--- src/rtl/sca_wb_pkg.sv ---
// ============================================================================
// Module : sca_wb_pkg
// Brief  : Shared FSM state encoding and response codes for the SCA WB master.
// Rev    : 1.0  initial release
// ============================================================================
`default_nettype none

package sca_wb_pkg;

  localparam logic [1:0] IDLE = 2'd0;
  localparam logic [1:0] BUS  = 2'd1;
  localparam logic [1:0] RESP = 2'd2;

  localparam logic [1:0] RSP_OK      = 2'b00;
  localparam logic [1:0] RSP_BUSERR  = 2'b01;
  localparam logic [1:0] RSP_TIMEOUT = 2'b10;

endpackage

`default_nettype wire

--- src/rtl/sca_wb_timeout.sv ---
// ============================================================================
// Module : sca_wb_timeout
// Brief  : Bus watchdog counter with clear, enable and terminal-count flag.
// Rev    : 1.0  initial release
// ============================================================================
`default_nettype none

module sca_wb_timeout #(
  parameter int TIMEOUT = 15,
  parameter int CNT_W   = 8
) (
  input  logic clk,
  input  logic rst,
  input  logic i_clr,
  input  logic i_en,
  output logic o_tc
);

  localparam logic [CNT_W-1:0] c_TC = CNT_W'(TIMEOUT - 1);

  logic [CNT_W-1:0] r_cnt;

  always_ff @(posedge clk or posedge rst) begin
    if (rst) begin
      r_cnt <= '0;
    end else if (i_clr) begin
      r_cnt <= '0;
    end else if (i_en) begin
      r_cnt <= r_cnt + 1'b1;
    end
  end

  assign o_tc = (r_cnt == c_TC);

endmodule

`default_nettype wire

--- src/rtl/sca_wb_master.sv ---
// ============================================================================
// Module : sca_wb_master
// Brief  : Wishbone classic single-cycle initiator with response handshake.
// Rev    : 1.0  initial release
// ============================================================================
`default_nettype none

module sca_wb_master
  import sca_wb_pkg::*;
#(
  parameter int ADR_W   = 5,
  parameter int TIMEOUT = 15,
  parameter int CNT_W   = 8
) (
  input  logic             wb_clk_in,
  input  logic             wb_rst_in,
  input  logic             cmd_valid_in,
  output logic             cmd_ready_out,
  input  logic             cmd_we_in,
  input  logic [ADR_W-1:0] cmd_adr_in,
  input  logic [31:0]      cmd_dat_in,
  input  logic [3:0]       cmd_sel_in,
  output logic             rsp_valid_out,
  input  logic             rsp_ready_in,
  output logic [31:0]      rsp_dat_out,
  output logic [1:0]       rsp_err_out,
  output logic [ADR_W-1:0] wb_adr_out,
  output logic [31:0]      wb_dat_out,
  output logic [3:0]       wb_sel_out,
  output logic             wb_we_out,
  output logic             wb_stb_out,
  output logic             wb_cyc_out,
  input  logic [31:0]      wb_dat_in,
  input  logic             wb_ack_in,
  input  logic             wb_err_in
);

  logic [1:0]       r_state;
  logic [ADR_W-1:0] r_adr;
  logic [31:0]      r_dat;
  logic [3:0]       r_sel;
  logic             r_we;
  logic             r_stb;
  logic             r_cyc;
  logic             r_rsp_valid;
  logic [31:0]      r_rsp_dat;
  logic [1:0]       r_rsp_err;

  logic w_accept;
  logic w_tc;
  logic w_cnt_en;

  // Ready is forced low while reset is held, even though the state is IDLE.
  assign cmd_ready_out = (r_state == IDLE) && !wb_rst_in;
  assign w_accept      = cmd_valid_in && cmd_ready_out;
  assign w_cnt_en      = (r_state == BUS) && !wb_err_in && !wb_ack_in && !w_tc;

  sca_wb_timeout #(
    .TIMEOUT (TIMEOUT),
    .CNT_W   (CNT_W)
  ) u_timeout (
    .clk   (wb_clk_in),
    .rst   (wb_rst_in),
    .i_clr (w_accept),
    .i_en  (w_cnt_en),
    .o_tc  (w_tc)
  );

  always_ff @(posedge wb_clk_in or posedge wb_rst_in) begin
    if (wb_rst_in) begin
      r_state     <= IDLE;
      r_adr       <= '0;
      r_dat       <= '0;
      r_sel       <= '0;
      r_we        <= 1'b0;
      r_stb       <= 1'b0;
      r_cyc       <= 1'b0;
      r_rsp_valid <= 1'b0;
      r_rsp_dat   <= '0;
      r_rsp_err   <= RSP_OK;
    end else begin
      case (r_state)
        IDLE: begin
          if (w_accept) begin
            r_adr   <= cmd_adr_in;
            r_dat   <= cmd_dat_in;
            r_sel   <= cmd_sel_in;
            r_we    <= cmd_we_in;
            r_cyc   <= 1'b1;
            r_stb   <= 1'b1;
            r_state <= BUS;
          end
        end
        BUS: begin
          // Strobe drops on the same edge that samples ack/err, so a slave
          // decoding cyc&stb&~ack never sees a second request.
          if (wb_err_in) begin
            r_cyc       <= 1'b0;
            r_stb       <= 1'b0;
            r_rsp_err   <= RSP_BUSERR;
            r_rsp_dat   <= '0;
            r_rsp_valid <= 1'b1;
            r_state     <= RESP;
          end else if (wb_ack_in) begin
            r_cyc       <= 1'b0;
            r_stb       <= 1'b0;
            r_rsp_err   <= RSP_OK;
            r_rsp_dat   <= r_we ? 32'd0 : wb_dat_in;
            r_rsp_valid <= 1'b1;
            r_state     <= RESP;
          end else if (w_tc) begin
            r_cyc       <= 1'b0;
            r_stb       <= 1'b0;
            r_rsp_err   <= RSP_TIMEOUT;
            r_rsp_dat   <= '0;
            r_rsp_valid <= 1'b1;
            r_state     <= RESP;
          end
        end
        RESP: begin
          if (rsp_ready_in) begin
            r_rsp_valid <= 1'b0;
            r_state     <= IDLE;
          end
        end
        default: r_state <= IDLE;
      endcase
    end
  end

  assign wb_adr_out    = r_adr;
  assign wb_dat_out    = r_dat;
  assign wb_sel_out    = r_sel;
  assign wb_we_out     = r_we;
  assign wb_stb_out    = r_stb;
  assign wb_cyc_out    = r_cyc;
  assign rsp_valid_out = r_rsp_valid;
  assign rsp_dat_out   = r_rsp_dat;
  assign rsp_err_out   = r_rsp_err;

endmodule

`default_nettype wire

--- config.mk ---
export PLATFORM = sky130hd
export DESIGN_NAME = sca_wb_master
export DESIGN_NICKNAME = d
export VERILOG_FILES = /design/src/rtl/sca_wb_pkg.sv /design/src/rtl/sca_wb_timeout.sv /design/src/rtl/sca_wb_master.sv
export SDC_FILE = /design/constraint.sdc
export NUM_CORES = 1
export LEC_CHECK = 0
export BUFFER_PORTS_ARGS = -buffer_cell sky130_fd_sc_hd__clkbuf_2
export CAP_MARGIN = 20
export CORE_MARGIN = 1
export CORE_UTILIZATION = 51
export CTS_CLUSTER_SIZE = 16
export DETAILED_ROUTE_END_ITERATION = 12
export PLACE_DENSITY = 0.85
export SLEW_MARGIN = 20
export SYNTH_ARGS = -nofsm -noshare
export SYNTH_HDL_FRONTEND = slang
export SYNTH_SLANG_ARGS = --single-unit
--- constraint.sdc ---
create_clock -name wb_clk_in -period 3.87 [get_ports wb_clk_in]
set_input_delay 0.1935 -clock wb_clk_in [delete_from_list [all_inputs] [get_ports wb_clk_in]]
set_output_delay 0.1935 -clock wb_clk_in [all_outputs]
set_load 0.01 [all_outputs]
### After elaboration in Yosys (flattened, before gate mapping)

Cells that the tools add are included.

| storage, ports and cells | value |
|---|---|
| bits in registers | 88 |
| bits in latches | 0 |
| RAM bits | 0 |
| bits in read-only memories | 0 |
| output and inout port bits | 80 |
| word-level logic and storage cells | 60 |
| memories kept | 0 |

| operators by class | value |
|---|---|
| add/subtract/negate cells | 1 |
| $mul | 0 |
| div/mod/pow operators | 0 |
| order comparisons | 0 |
| equality and inequality tests | 6 |
| shift operators | 0 |
| muxes and demuxes | 24 |
| bitwise operators | 0 |
| reductions and logical operators | 19 |

Operators by type and width:

| operator | count |
|---|---|
| $mux 32 | 4 |
| $mux 8 | 2 |
| $mux 2 | 7 |
| $reduce_and 3->1 | 3 |
| $add 8x1->8 const B | 1 |
| $eq 8x4->1 const B | 1 |
| $mux 1 | 8 |
| $pmux 2 s3 | 1 |
| $reduce_bool 2->1 | 3 |
| $logic_and 1x1->1 | 5 |
| $logic_not 1->1 | 4 |
| $ne 4x4->1 const B | 1 |
| $pmux 1 s2 | 2 |
| $reduce_and 2->1 | 2 |
| $reduce_bool 3->1 | 1 |
| $eq 2x1->1 const B | 1 |
| $eq 2x2->1 const B | 1 |
| $logic_not 2->1 | 1 |
| $ne 2x1->1 const B | 1 |
| $ne 2x2->1 const B | 1 |

### Longest topological paths before layout

Gate-level depths: netlist of run 1.

| logic depth | value |
|---|---|
| word-level depth | 6 |
| depth in mapped cells | 8 |
| mapped depth without buffers | 6 |

### Hierarchy

Synthesis of run 1 repeated with hierarchy kept, for this count alone.

| unflattened totals | value |
|---|---|
| cells, all modules | 305 |
| area total of the unflattened synthesis | 3642.2 sq um |

By module, submodules not included:

| module | times used | cells an instance | area each (sq um) | sequential area each (sq um) |
|---|---|---|---|---|
| sca_wb_master | 1 | 263 | 3215.6 | 2001.9 |
| sca_wb_timeout | 1 | 42 | 426.7 | 200.2 |

### Worst setup path after synthesis of run 1

Ideal clock, no wire load.

| timing path | value |
|---|---|
| path kind | flip-flop to flip-flop |
| start point | register r_state[0] |
| end point | register r_state[0] |
| library setup time | 0.127 ns |
| data arrival time | 1.654 ns |
| data required time | 3.743 ns |
| setup slack | 2.088 ns |
| stages on the path, launching flop included | 7 |
| path buffers | 0 |
| period minus slack after synthesis | 1.782 ns |
| path through | dfrtp_1 -> inv_1 -> ha_1 -> and2b_1 -> nand2_1 -> a221o_1 -> mux2_1 |

| between the ends | value |
|---|---|
| cells in the longest elaborated chain, start to end | 5 |

RTL lines:

| item | RTL line | source |
|---|---|---|
| from (decl) | sca_wb_master.sv:38 | `logic [1:0] r_state;` |
| from (signal assigned) | sca_wb_master.sv:71 | `r_state <= IDLE;` |
| from (signal assigned) | sca_wb_master.sv:91 | `r_state <= BUS;` |
| from (signal assigned) | sca_wb_master.sv:103 | `r_state <= RESP;` |
| $logic_not 2->1 | sca_wb_master.sv:54 | `assign cmd_ready_out = (r_state == IDLE) && !wb_rst_in;` |
| $logic_and 1x1->1 | sca_wb_master.sv:54 |  |
| net cmd_ready_out | sca_wb_master.sv:18 | `output logic cmd_ready_out,` |
| $logic_and 1x1->1 | sca_wb_master.sv:55 | `assign w_accept = cmd_valid_in && cmd_ready_out;` |
| $ne 2x1->1 (no source line) | n/a |  |
| $reduce_and 3->1 (no source line) | n/a |  |

The timed path passes the listed nets, and every way through them passes these cells.
A chain may end at the register's enable or synchronous reset.

### Worst setup path after layout of run 1

| timing path | value |
|---|---|
| start point | register r_state[0] |
| end point | register r_sel[1] (netlist: wb_sel_out[1]) |

| between the ends | value |
|---|---|
| cells in the longest elaborated chain, start to end | 4 |

RTL lines:

| item | RTL line | source |
|---|---|---|
| $logic_not 2->1 (*) | sca_wb_master.sv:54, sca_wb_master.sv:82 |  |
| $logic_and 1x1->1 | sca_wb_master.sv:54 |  |
| $logic_and 1x1->1 | sca_wb_master.sv:55 |  |
| $reduce_and 2->1 (no source line) (*) | n/a |  |
| to (signal assigned) | sca_wb_master.sv:87 | `r_sel <= cmd_sel_in;` |
| to (decl) | sca_wb_master.sv:41 | `logic [3:0] r_sel;` |

Every way passes the cells marked *; elsewhere a longest branch is shown, timed or not.

==> flow_metrics.py, run 1 <==
metrics = {
    "die": {
        "die_area_um2": 7530,
        "ioPinCount": 160,
        "rows": 30,
        "initial_core_util_pct": 53.4,
        "fp.dieW_um": 86.8,
        "fp.dieH_um": 86.8,
        "fp.coreArea_um2": 6870,
    },
    "logic_synthesis": {
        "ys_seq_area_share_pct": 60.0,
        "ys_types": 33,
        "synth.ff_latch_count": 88,
        "syn_area_per_cell_um2": 9.26,
        "synth.top_cell.area_share_pct": 60.0,
        "syn-num-nets": 483,
        "async_flop_share_pct": 100,
        "synth_ff_type": "dfrtp_1",
        "synth_mux_area_share_pct": 0.614,
        "synthSimpleGateAreaFrac_pct": 24.0,
        "yosysMostFrequentCell": "nand2_1",
        "netlist_area_um2": 3670,
        "synthCells": 396,
        "synth_common_cells": "nand2_1, dfrtp_1, o21ai_0, clkbuf_1",
        "synth_compound_area_share_pct": 7.30,
        "synth_top_family_by_area": "simple AND/OR/NAND/NOR gates",
        "synth_enable_flop_cells": 0,
        "synth-warning-count": 0,
        "synth.area.top_cells": "dfrtp_1, nand2_1, o21ai_0, ha_1, xnor2_1",
        "synth-xor-area-share_pct": 1.67,
        "yosysTopAreaCell": "dfrtp_1",
        "synthAdderAreaFrac_pct": 2.39,
    },
    "global_route": {
        "grtUsageTotal_pct": 22.4,
        "grt_pass1_wl_mm": 12.9,
        "grt_pass1_vias": 2984,
        "grt_max_degree": 67,
        "global_route.overflow_total": 0,
        "antenna_found_initial": 0,
    },
    "clocking": {
        "cts_setup_buffers": 0,
        "ctsRootBufferMaster": "clkbuf_8",
        "ctsResizeCount": 0,
        "clkLatencyLatePin_ns": 0.35,
        "cts_max_level": 3,
        "cts_sinks": 88,
        "clockBufferDepth": 2,
        "hold_buffers": 0,
        "numCtsBuffers": 9,
        "cts_tree": "yes",
        "path_clk_slew_ns": 0.09,
    },
    "finish": {
        "n_fill_cell": 540,
        "insertedDiodeCount": 0,
        "final_area_um2": 4680,
        "drive_above_1_share_pct": 33.6,
        "fin_util_pct": 68.2,
        "ff_latch_area_um2": 2200,
        "final_cells": 650,
        "multi_input_area_um2": 1330,
        "area_growth_pct": 27.7,
        "nets": 636,
    },
    "detailed_routing": {
        "route.met2.wl_mm": 3.85,
        "drtIter0Drc": 108,
        "vias_per_cell": 4.75,
        "wl_met3_um": 606,
        "wl_per_cell_um": 12.4,
        "drtAntennaViolNets": 0,
        "dr.pass1.iters": 4,
        "vias": 3087,
        "drt-total-wl_mm": 8.03,
        "top_layer": "met4",
        "drc": 0,
        "wl_met1_mm": 3.50,
    },
    "timing": {
        "max_slew_margin_pct": 39.6,
        "fin_setup_tns_ns": 0,
        "period_needed_ns": 2.20,
        "fin_ws_ns": 1.67,
        "finalHoldViolCount": 0,
        "fmax_ghz": 0.454,
        "finalSetupViolCount": 0,
        "post-route-period-util_pct": 56.9,
        "skew_ns": 0.0105,
        "slew_violations": 0,
        "fin_hold_ws_ns": 0.00162,
        "rsz0062_at_grt": "no",
        "worstMarginPinSlew_ns": 0.905,
    },
    "placed_design": {
        "gp_congestion": 0.769,
        "dp_slack_ns": 1.66,
        "dpl.hpwl_mm": 5.82,
        "io_buffers": 159,
        "post-place-cells": 634,
        "placed_area_um2": 4510,
    },
    "critical_path": {
        "r2r_setup_slack_ns": 1.67,
        "worstPathRequired_ns": 4.15,
        "cp_slowest_cell": "and2_1",
        "rr_worst_depth": 7,
        "crit_path_start_kind": "register",
        "r2r_end": "wb_sel_out[1]",
        "crit_buf_inv": 2,
        "critPathKind": "reg2reg",
        "crit_fanout": 27,
        "critical_path.max_stage_delay_ns": 0.65,
        "arrival_ns": 2.49,
        "end_kind": "register",
        "path_cells": "inv_1 > ha_1 > and2b_1 > and2_1 > buf_4 > nand2_1 > nand2_1",
        "r2r-start": "r_state[0]",
        "critical_path.top_delay_family": "simple AND/OR/NAND/NOR gates",
        "worst_path_most_repeated_cell": "nand2_1",
    },
    "status": {
        "outcome": "completed",
    },
    "worst_hold_path": {
        "min_path_type": "in2async",
    },
    "pwr": {
        "ir_drop_mv": 0.416,
        "power_density_nw_per_um2": 701,
        "p_leak_nw": 2.56,
        "power_mw": 3.28,
    },
    "job": {
        "max-cap-violations": 0,
    },
}
==> cell usage in the layout (no fill, tap or decap), drive strengths merged, types with 2 or more instances in the layout <==
cell type	synthesis	layout
o21ai	34	34
nor3	2	2
inv	8	8
ha	7	7
clkinvlp	0	4
dfrtp	88	88
buf	7	5
nor2	8	8
clkbuf	15	169
a22oi	2	2
nor3b	2	2
a21oi	2	2
a211oi	4	4
mux2	2	2
and4bb	2	2
nand2	196	196
xnor2	7	7
clkinv	0	2
==> sequential cells by signal, indices dropped and copies added (netlist names) <==
register,flops
rsp_dat_out,32
wb_adr_out,5
wb_dat_out,32
wb_cyc_out,1
rsp_err_out,2
wb_sel_out,4
rsp_valid_out,1
wb_we_out,1
u_timeout.r_cnt,8
r_state,2
==> layout make-up <==
class	instances	share of cell area, %
multi-input cells	278	28.3
clock inverters	6	0.935
inverters	8	0.668
repair buffers	164	17.8
flip-flops and latches	88	47.0
clock buffers	10	2.73
well taps	96	2.56
==> worst max-delay path by stage <==
| stage | start | end | slack, ns | cells after the start |
|---|---|---|---|---|
| final | r_state[0] | wb_sel_out[1] | 1.67 | 7 |
| after floorplan | wb_rst_in | r_state[0] | 1.40 | 1 |
| after global routing | r_state[0] | wb_dat_out[27] | 1.42 | 7 |
| after CTS | r_state[0] | wb_dat_out[29] | 1.65 | 7 |
| after global placement | r_state[0] | wb_dat_out[0] | 1.77 | 7 |
| after detailed placement | r_state[0] | wb_dat_out[29] | 1.66 | 7 |
==> metal layers <==
layer / up-vias / GRT usage, %
li1: 1548 / -
met1: 1404 / 26.6
met2: 129 / 38.2
met3: 6 / 7.14
met4: 0 / 7.88
met5: - / 0
==> kinds of logic (layout without fill, tap and decap cells) <==
| kind of cell | count (synthesis) | count (layout) |
|---|---|---|
| and+or+nand+nor | 217 | 217 |
| xor gates and xnor gates | 7 | 7 |
| muxes | 2 | 2 |
| DFF | 88 | 88 |
| AOI/OAI and AO/OA | 45 | 45 |
| buffers and inverters | 30 | 188 |
| adders and majority gates | 7 | 7 |
==> power by group <==
| group | leakage (nW) | switching [mW] | internal, mW |
|---|---|---|---|
| registers | 1.14 | 0.219 | 1.28 |
| logic | 1.35 | 0.730 | 0.494 |
| clock network | 0.0749 | 0.322 | 0.234 |
| total | 2.56 | 1.27 | 2.01 |
(Power assumes the default switching activity.)
==> run 2, diff against run 1 <==
--- a/config.mk
+++ b/config.mk
@@ -5,13 +5,14 @@
 export SDC_FILE = /design/constraint.sdc
 export NUM_CORES = 1
 export LEC_CHECK = 0
+export ABC_AREA = 1
 export BUFFER_PORTS_ARGS = -buffer_cell sky130_fd_sc_hd__clkbuf_2
 export CAP_MARGIN = 20
 export CORE_MARGIN = 1
-export CORE_UTILIZATION = 51
+export CORE_UTILIZATION = 48
 export CTS_CLUSTER_SIZE = 16
 export DETAILED_ROUTE_END_ITERATION = 12
-export PLACE_DENSITY = 0.85
+export PLACE_DENSITY = 0.8
 export SLEW_MARGIN = 20
 export SYNTH_ARGS = -nofsm -noshare
 export SYNTH_HDL_FRONTEND = slang
==> constraint.sdc (replaced) <==
create_clock -name wb_clk_in -period 2.1 [get_ports wb_clk_in]
set_input_delay 0.105 -clock wb_clk_in [delete_from_list [all_inputs] [get_ports wb_clk_in]]
set_output_delay 0.105 -clock wb_clk_in [all_outputs]
set_load 0.01 [all_outputs]
==> run 2 against run 1 <==
Effect of this change:
- critical path depth grew 2
- synthesized cell count up 9.8%
- power is 96% higher
- cell count grew 18%
- worst setup slack got worse by 1.4 ns
- sequential share of layout area decreased by 7.3 points
- largest cell class unchanged
- via count up 23%
- largest power group unchanged
==> flow_metrics.py, run 2 <==
metrics = {
    "status": {
        "outcome": "completed",
    },
    "global_route": {
        "grt_pass1_vias": 3794,
        "grt_max_degree": 67,
        "global_route.overflow_total": 0,
        "antenna_found_initial": 0,
        "grt_pass1_wl_mm": 17.6,
        "grtUsageTotal_pct": 27.0,
    },
    "critical_path": {
        "worst_path_most_repeated_cell": "nand2_1",
        "crit_path_start_kind": "register",
        "crit_fanout": 31,
        "arrival_ns": 2.15,
        "critPathKind": "reg2reg",
        "rr_worst_depth": 9,
        "r2r-start": "r_state[0]",
        "cp_slowest_cell": "dfrtp_1",
        "r2r_setup_slack_ns": 0.24,
        "end_kind": "register",
        "crit_buf_inv": 4,
        "path_cells": "inv_1 > ha_1 > inv_2 > nor2_1 > nand2_1 > inv_2 > buf_12 > nand2_1 > nand2_1",
        "r2r_end": "wb_adr_out[2]",
        "critical_path.max_stage_delay_ns": 0.42,
        "cp.depth": 9,
        "worstPathRequired_ns": 2.39,
        "critical_path.top_delay_family": "buffers and inverters",
    },
    "logic_synthesis": {
        "yosysTopAreaCell": "dfrtp_1",
        "synthCells": 435,
        "async_flop_share_pct": 100,
        "netlist_area_um2": 3800,
        "synth_common_cells": "nand2_1, dfrtp_1, o21ai_1, o21ai_2, inv_1",
        "ys_types": 26,
        "syn-num-nets": 522,
        "synth.top_cell.area_share_pct": 57.9,
        "synth.ff_latch_count": 88,
        "ys_seq_area_share_pct": 57.9,
        "synth_ff_type": "dfrtp_1",
        "yosysMostFrequentCell": "nand2_1",
        "synth_enable_flop_cells": 0,
        "syn_area_per_cell_um2": 8.74,
        "synth.area.top_cells": "dfrtp_1, nand2_1, o21ai_2, o21ai_1, ha_1",
        "synth-warning-count": 0,
    },
    "clocking": {
        "cts_max_level": 3,
        "cts_sinks": 88,
        "ctsRootBufferMaster": "clkbuf_8",
        "ctsResizeCount": 0,
        "cts_tree": "yes",
        "cts_setup_buffers": 0,
        "clockBufferDepth": 2,
        "clkLatencyLatePin_ns": 0.35,
        "numCtsBuffers": 9,
        "path_clk_slew_ns": 0.09,
    },
    "placed_design": {
        "gp_congestion": 0.773,
        "io_buffers": 159,
        "dpl.hpwl_mm": 6.36,
        "dp_slack_ns": 0.310,
    },
    "worst_hold_path": {
        "min_from": "wb_dat_in[16]",
        "hold_depth": 3,
        "worstHoldEndpoint": "rsp_dat_out[16]",
        "min_path_type": "in2reg",
    },
    "timing": {
        "rsz0062_at_grt": "no",
        "worstMarginPinSlew_ns": 0.651,
        "finalHoldViolCount": 0,
        "period_needed_ns": 1.86,
        "slew_violations": 0,
        "fin_setup_tns_ns": 0,
        "fin_ws_ns": 0.240,
        "post-route-period-util_pct": 88.6,
        "skew_ns": 0.0121,
        "finalSetupViolCount": 0,
        "max_slew_margin_pct": 56.6,
        "fmax_ghz": 0.538,
    },
    "detailed_routing": {
        "drc": 0,
        "vias": 3792,
        "vias_per_cell": 4.94,
        "drtIter0Drc": 116,
        "drtAntennaViolNets": 0,
        "dr.pass1.iters": 4,
        "drt-total-wl_mm": 10.7,
        "wl_per_cell_um": 13.9,
    },
    "die": {
        "initial_core_util_pct": 49.5,
        "fp.coreArea_um2": 7690,
        "rows": 32,
        "ioPinCount": 160,
        "fp.dieH_um": 91.0,
        "fp.dieW_um": 91.0,
        "die_area_um2": 8280,
    },
    "finish": {
        "insertedDiodeCount": 0,
        "n_fill_cell": 544,
        "drive_above_1_share_pct": 30.8,
        "final_cell_mix": "nand2_1, clkbuf_2, dfrtp_1",
        "final_common_cell": "nand2_1",
        "nets": 748,
        "area_growth_pct": 45.9,
    },
    "pwr": {
        "p_leak_nw": 3.02,
        "power_density_nw_per_um2": 1160,
        "ir_drop_mv": 0.782,
    },
    "job": {
        "max-cap-violations": 0,
    },
}
-- run 2: changes by cell type in the layout (fill, tap and decap cells not counted), sizes merged, moves of 5 or more --
cell         change
nand2           +35
nand3           +12
xnor2            -7
nand4            +5
dlygate4sd3     +69
inv              +8
-- run 2: power by group --
group | internal (mW) | switching (mW) | leakage (nW)
Clock | 0.447 | 0.624 | 0.0850
Combinational | 1.03 | 1.54 | 1.79
Sequential | 2.35 | 0.448 | 1.14
Total | 3.82 | 2.61 | 3.02
-- run 2: cell families (layout without fill, tap and decap cells) --
logic type / count (synthesis) / in the layout / share of synthesized area, %
flip-flops: 88 / 88 / 57.9
XOR/XNOR: 2 / 2 / 0.461
AO/OA/AOI/OAI: 39 / 39 / 6.68
AND/OR/NAND/NOR: 264 / 264 / 27.6
adder cells (fa/ha/maj): 7 / 7 / 2.30
buffers and inverters: 35 / 266 / 5.03
-- run 2: worst min-delay path: cells and delay by family --
family	cells	cell delay, ns
AOI/OAI and AO/OA	1	0.06
buffers and inverters	1	0.08
and+or+nand+nor	1	0.09
-- run 2: worst max-delay path by stage --
| stage | slack (ns) | from | to |
|---|---|---|---|
| 6_report | 0.24 | r_state[0] | wb_adr_out[2] |
| 4_1_cts | 0.29 | u_timeout.r_cnt[0] | rsp_dat_out[31] |
| 3_5_place_dp | 0.31 | r_state[0] | wb_dat_out[5] |
| 2_1_floorplan | 0.50 | r_state[0] | wb_adr_out[0] |
| 3_3_place_gp | 0.42 | r_state[0] | wb_dat_out[27] |
| 5_1_grt | 0.08 | u_timeout.r_cnt[0] | rsp_dat_out[31] |
-- run 2: final cells by class --
| class | instances | area (um2) | area share (%) |
|---|---|---|---|
| inverter | 15 | 60.1 | 1.08 |
| multi-input combinational | 312 | 1420 | 25.5 |
| sequential | 88 | 2200 | 39.7 |
| clock buffer | 10 | 128 | 2.30 |
| tap | 102 | 128 | 2.30 |
| timing repair buffer | 235 | 1560 | 28.2 |
| clock inverter | 6 | 52.6 | 0.947 |
-- run 2: layer usage --
metal	vias up	track usage [%]	wire (um)
met2	197	46.3	5300
li1	1802	-	-
met5	-	0	0
met3	35	6.53	843
met1	1758	32.8	4280
met4	0	10.3	286
-- run 2: timing repair --
item / 4_1_cts / 5_1_grt
hold buffers: 69 / 0
endpoints found under the hold margin: 92 / 0
setup endpoints to repair: 0 / 0
-- run 2: through the flow --
stage,cells,hold WS [ns],util [%],power [mW],cell area (um2)
after floorplan,435,0.215,-,4.24,3810
after global placement,683,0.196,60.9,5.08,4680
after detailed placement,683,0.201,60.9,5.18,4680
after CTS,768,0.000855,72.2,6.36,5550
after global routing,768,0.0167,72.2,6.87,5550
final,768,0.0248,72.2,6.43,5550
==> run 3, diff against run 2 <==
--- a/config.mk
+++ b/config.mk
@@ -8,11 +8,11 @@
 export ABC_AREA = 1
 export BUFFER_PORTS_ARGS = -buffer_cell sky130_fd_sc_hd__clkbuf_2
 export CAP_MARGIN = 20
+export CORE_ASPECT_RATIO = 1.25
 export CORE_MARGIN = 1
-export CORE_UTILIZATION = 48
+export CORE_UTILIZATION = 35
 export CTS_CLUSTER_SIZE = 16
 export DETAILED_ROUTE_END_ITERATION = 12
-export PLACE_DENSITY = 0.8
 export SLEW_MARGIN = 20
 export SYNTH_ARGS = -nofsm -noshare
 export SYNTH_HDL_FRONTEND = slang
==> run 3 against run 2 <==
Effect of this change:
- maximum frequency increased by 2.7%
- combinational power decreased by 2%
- clock power increased by 70%
- sequential cell count unchanged
- die area increased by 36%
- power increased by 10%
- cell count increased by 1.4%
- count of clock-buffer cells in the layout increased by 1
==> flow_metrics.py, run 3 (synthesis gave the netlist of run 2 again) <==
metrics = {
    "die": {
        "ioPinCount": 160,
        "fp.dieW_um": 95.2,
        "rows": 42,
        "fp.dieH_um": 119,
        "die_area_um2": 11300,
        "fp.coreArea_um2": 10600,
        "initial_core_util_pct": 36.0,
    },
    "detailed_routing": {
        "dr.pass1.iters": 4,
        "wl_per_cell_um": 12.8,
        "vias": 3559,
        "drtAntennaViolNets": 0,
        "vias_per_cell": 4.57,
        "drc": 0,
        "drtIter0Drc": 138,
        "drt-total-wl_mm": 9.98,
    },
    "finish": {
        "final_common_cell": "nand2_1",
        "nets": 729,
        "area_growth_pct": 46.3,
        "final_area_um2": 5560,
        "insertedDiodeCount": 0,
        "drive_above_1_share_pct": 32.0,
        "n_fill_cell": 983,
        "final_cell_mix": "nand2_1, clkbuf_2, dfrtp_1",
    },
    "placed_design": {
        "dpl.hpwl_mm": 6.54,
        "dp_slack_ns": 0.291,
        "io_buffers": 159,
        "gp_congestion": 0.711,
        "placed_area_um2": 4730,
    },
    "critical_path": {
        "r2r_end": "wb_dat_out[30]",
        "critical_path.max_stage_delay_ns": 0.41,
        "worstPathRequired_ns": 2.37,
        "crit_buf_inv": 4,
        "endpoint": "wb_dat_out[30]",
        "r2r-start": "r_state[0]",
        "r2r_setup_slack_ns": 0.29,
        "critical_path.top_delay_family": "buffers and inverters",
        "path_cells": "inv_1 > ha_1 > inv_2 > nor2_1 > nand2_2 > inv_2 > buf_12 > nand2_1 > nand2_1",
        "critPathKind": "reg2reg",
        "end_kind": "register",
        "critPathLaunch": "r_state[0]",
        "crit_fanout": 27,
        "cp_slowest_cell": "dfrtp_1",
        "rr_worst_depth": 9,
        "cp.depth": 9,
        "arrival_ns": 2.08,
        "crit_path_start_kind": "register",
    },
    "global_route": {
        "grt_pass1_wl_mm": 16.1,
        "grt_pass1_vias": 3518,
        "grt_max_degree": 67,
        "antenna_found_initial": 0,
        "grtUsageTotal_pct": 18.2,
        "global_route.overflow_total": 0,
    },
    "clocking": {
        "cts_sinks": 88,
        "clockBufferDepth": 2,
        "numCtsBuffers": 9,
        "hold_buffers": 49,
        "ctsRootBufferMaster": "clkbuf_16",
        "path_clk_slew_ns": 0.06,
        "cts_tree": "yes",
        "ctsResizeCount": 0,
        "cts_max_level": 3,
        "cts_setup_buffers": 0,
        "clkLatencyLatePin_ns": 0.33,
    },
    "timing": {
        "post-route-period-util_pct": 86.2,
        "worstMarginPinSlew_ns": 0.681,
        "max_slew_margin_pct": 54.6,
        "slew_violations": 0,
        "fmax_ghz": 0.552,
        "finalHoldViolCount": 0,
        "finalSetupViolCount": 0,
        "fin_hold_ws_ns": 0.0132,
        "fin_setup_tns_ns": 0,
        "fin_ws_ns": 0.289,
        "period_needed_ns": 1.81,
        "skew_ns": 0.00537,
        "rsz0062_at_grt": "no",
    },
    "status": {
        "outcome": "completed",
    },
    "pwr": {
        "p_leak_nw": 3.02,
        "ir_drop_mv": 0.697,
        "power_density_nw_per_um2": 1270,
    },
    "worst_hold_path": {
        "min_path_type": "in2reg",
    },
    "job": {
        "max-cap-violations": 0,
    },
}
[run 3: worst min path at each step]
stage                        startpoint               to  slack, ns  cells past startpoint
after floorplan           cmd_adr_in[0]    wb_adr_out[0]       0.21                      2
after global placement        wb_rst_in   rsp_dat_out[0]       0.17                      2
after detailed placement      wb_rst_in  rsp_dat_out[13]       0.16                      2
after CTS                 wb_dat_in[10]  rsp_dat_out[10]      0.002                      3
after global routing      wb_dat_in[20]  rsp_dat_out[20]       0.01                      3
final                     wb_dat_in[24]  rsp_dat_out[24]       0.01                      3
[run 3: per-stage QoR]
step                std cells  total power [mW]  utilization (%)
finish                    779              7.09             52.7
global route              779              7.63             52.7
CTS                       779              7.15             52.7
detailed placement        714              5.20             44.8
global placement          714              5.12             44.8
floorplan                 435              4.24                -
[run 3: cell type report]
cell class                      count  area [um2]  share of cell area, %
Clock inverter                      5         104                   1.87
Inverter                           15        60.1                   1.08
Clock buffer                       11         243                   4.36
Multi-Input combinational cell    312        1420                   25.5
Sequential cell                    88        2200                   39.6
Tap cell                          132         165                   2.97
Timing Repair Buffer              216        1370                   24.6
[run 3: worst reg2reg max path: stages, from the launching register on]
cell	delay, ns
dfrtp_1	0.41
inv_1	0.13
ha_1	0.24
inv_2	0.05
nor2_1	0.14
nand2_2	0.10
inv_2	0.31
buf_12	0.23
nand2_1	0.08
nand2_1	0.06
[run 3: power by group]
part / internal, mW / switching [mW] / total, mW
clock network: 1.20 / 0.630 / 1.82
registers: 2.35 / 0.407 / 2.76
logic: 1.01 / 1.50 / 2.51
total: 4.55 / 2.54 / 7.09
[run 3: metal layers]
layer | share of wire, % | up-vias | GRT usage (%)
met4 | 1.9 | 0 | 6.82
met3 | 7.2 | 13 | 4.12
met2 | 47 | 141 | 30.9
met5 | 0 | - | 0
li1 | - | 1771 | -
met1 | 44 | 1634 | 22.0
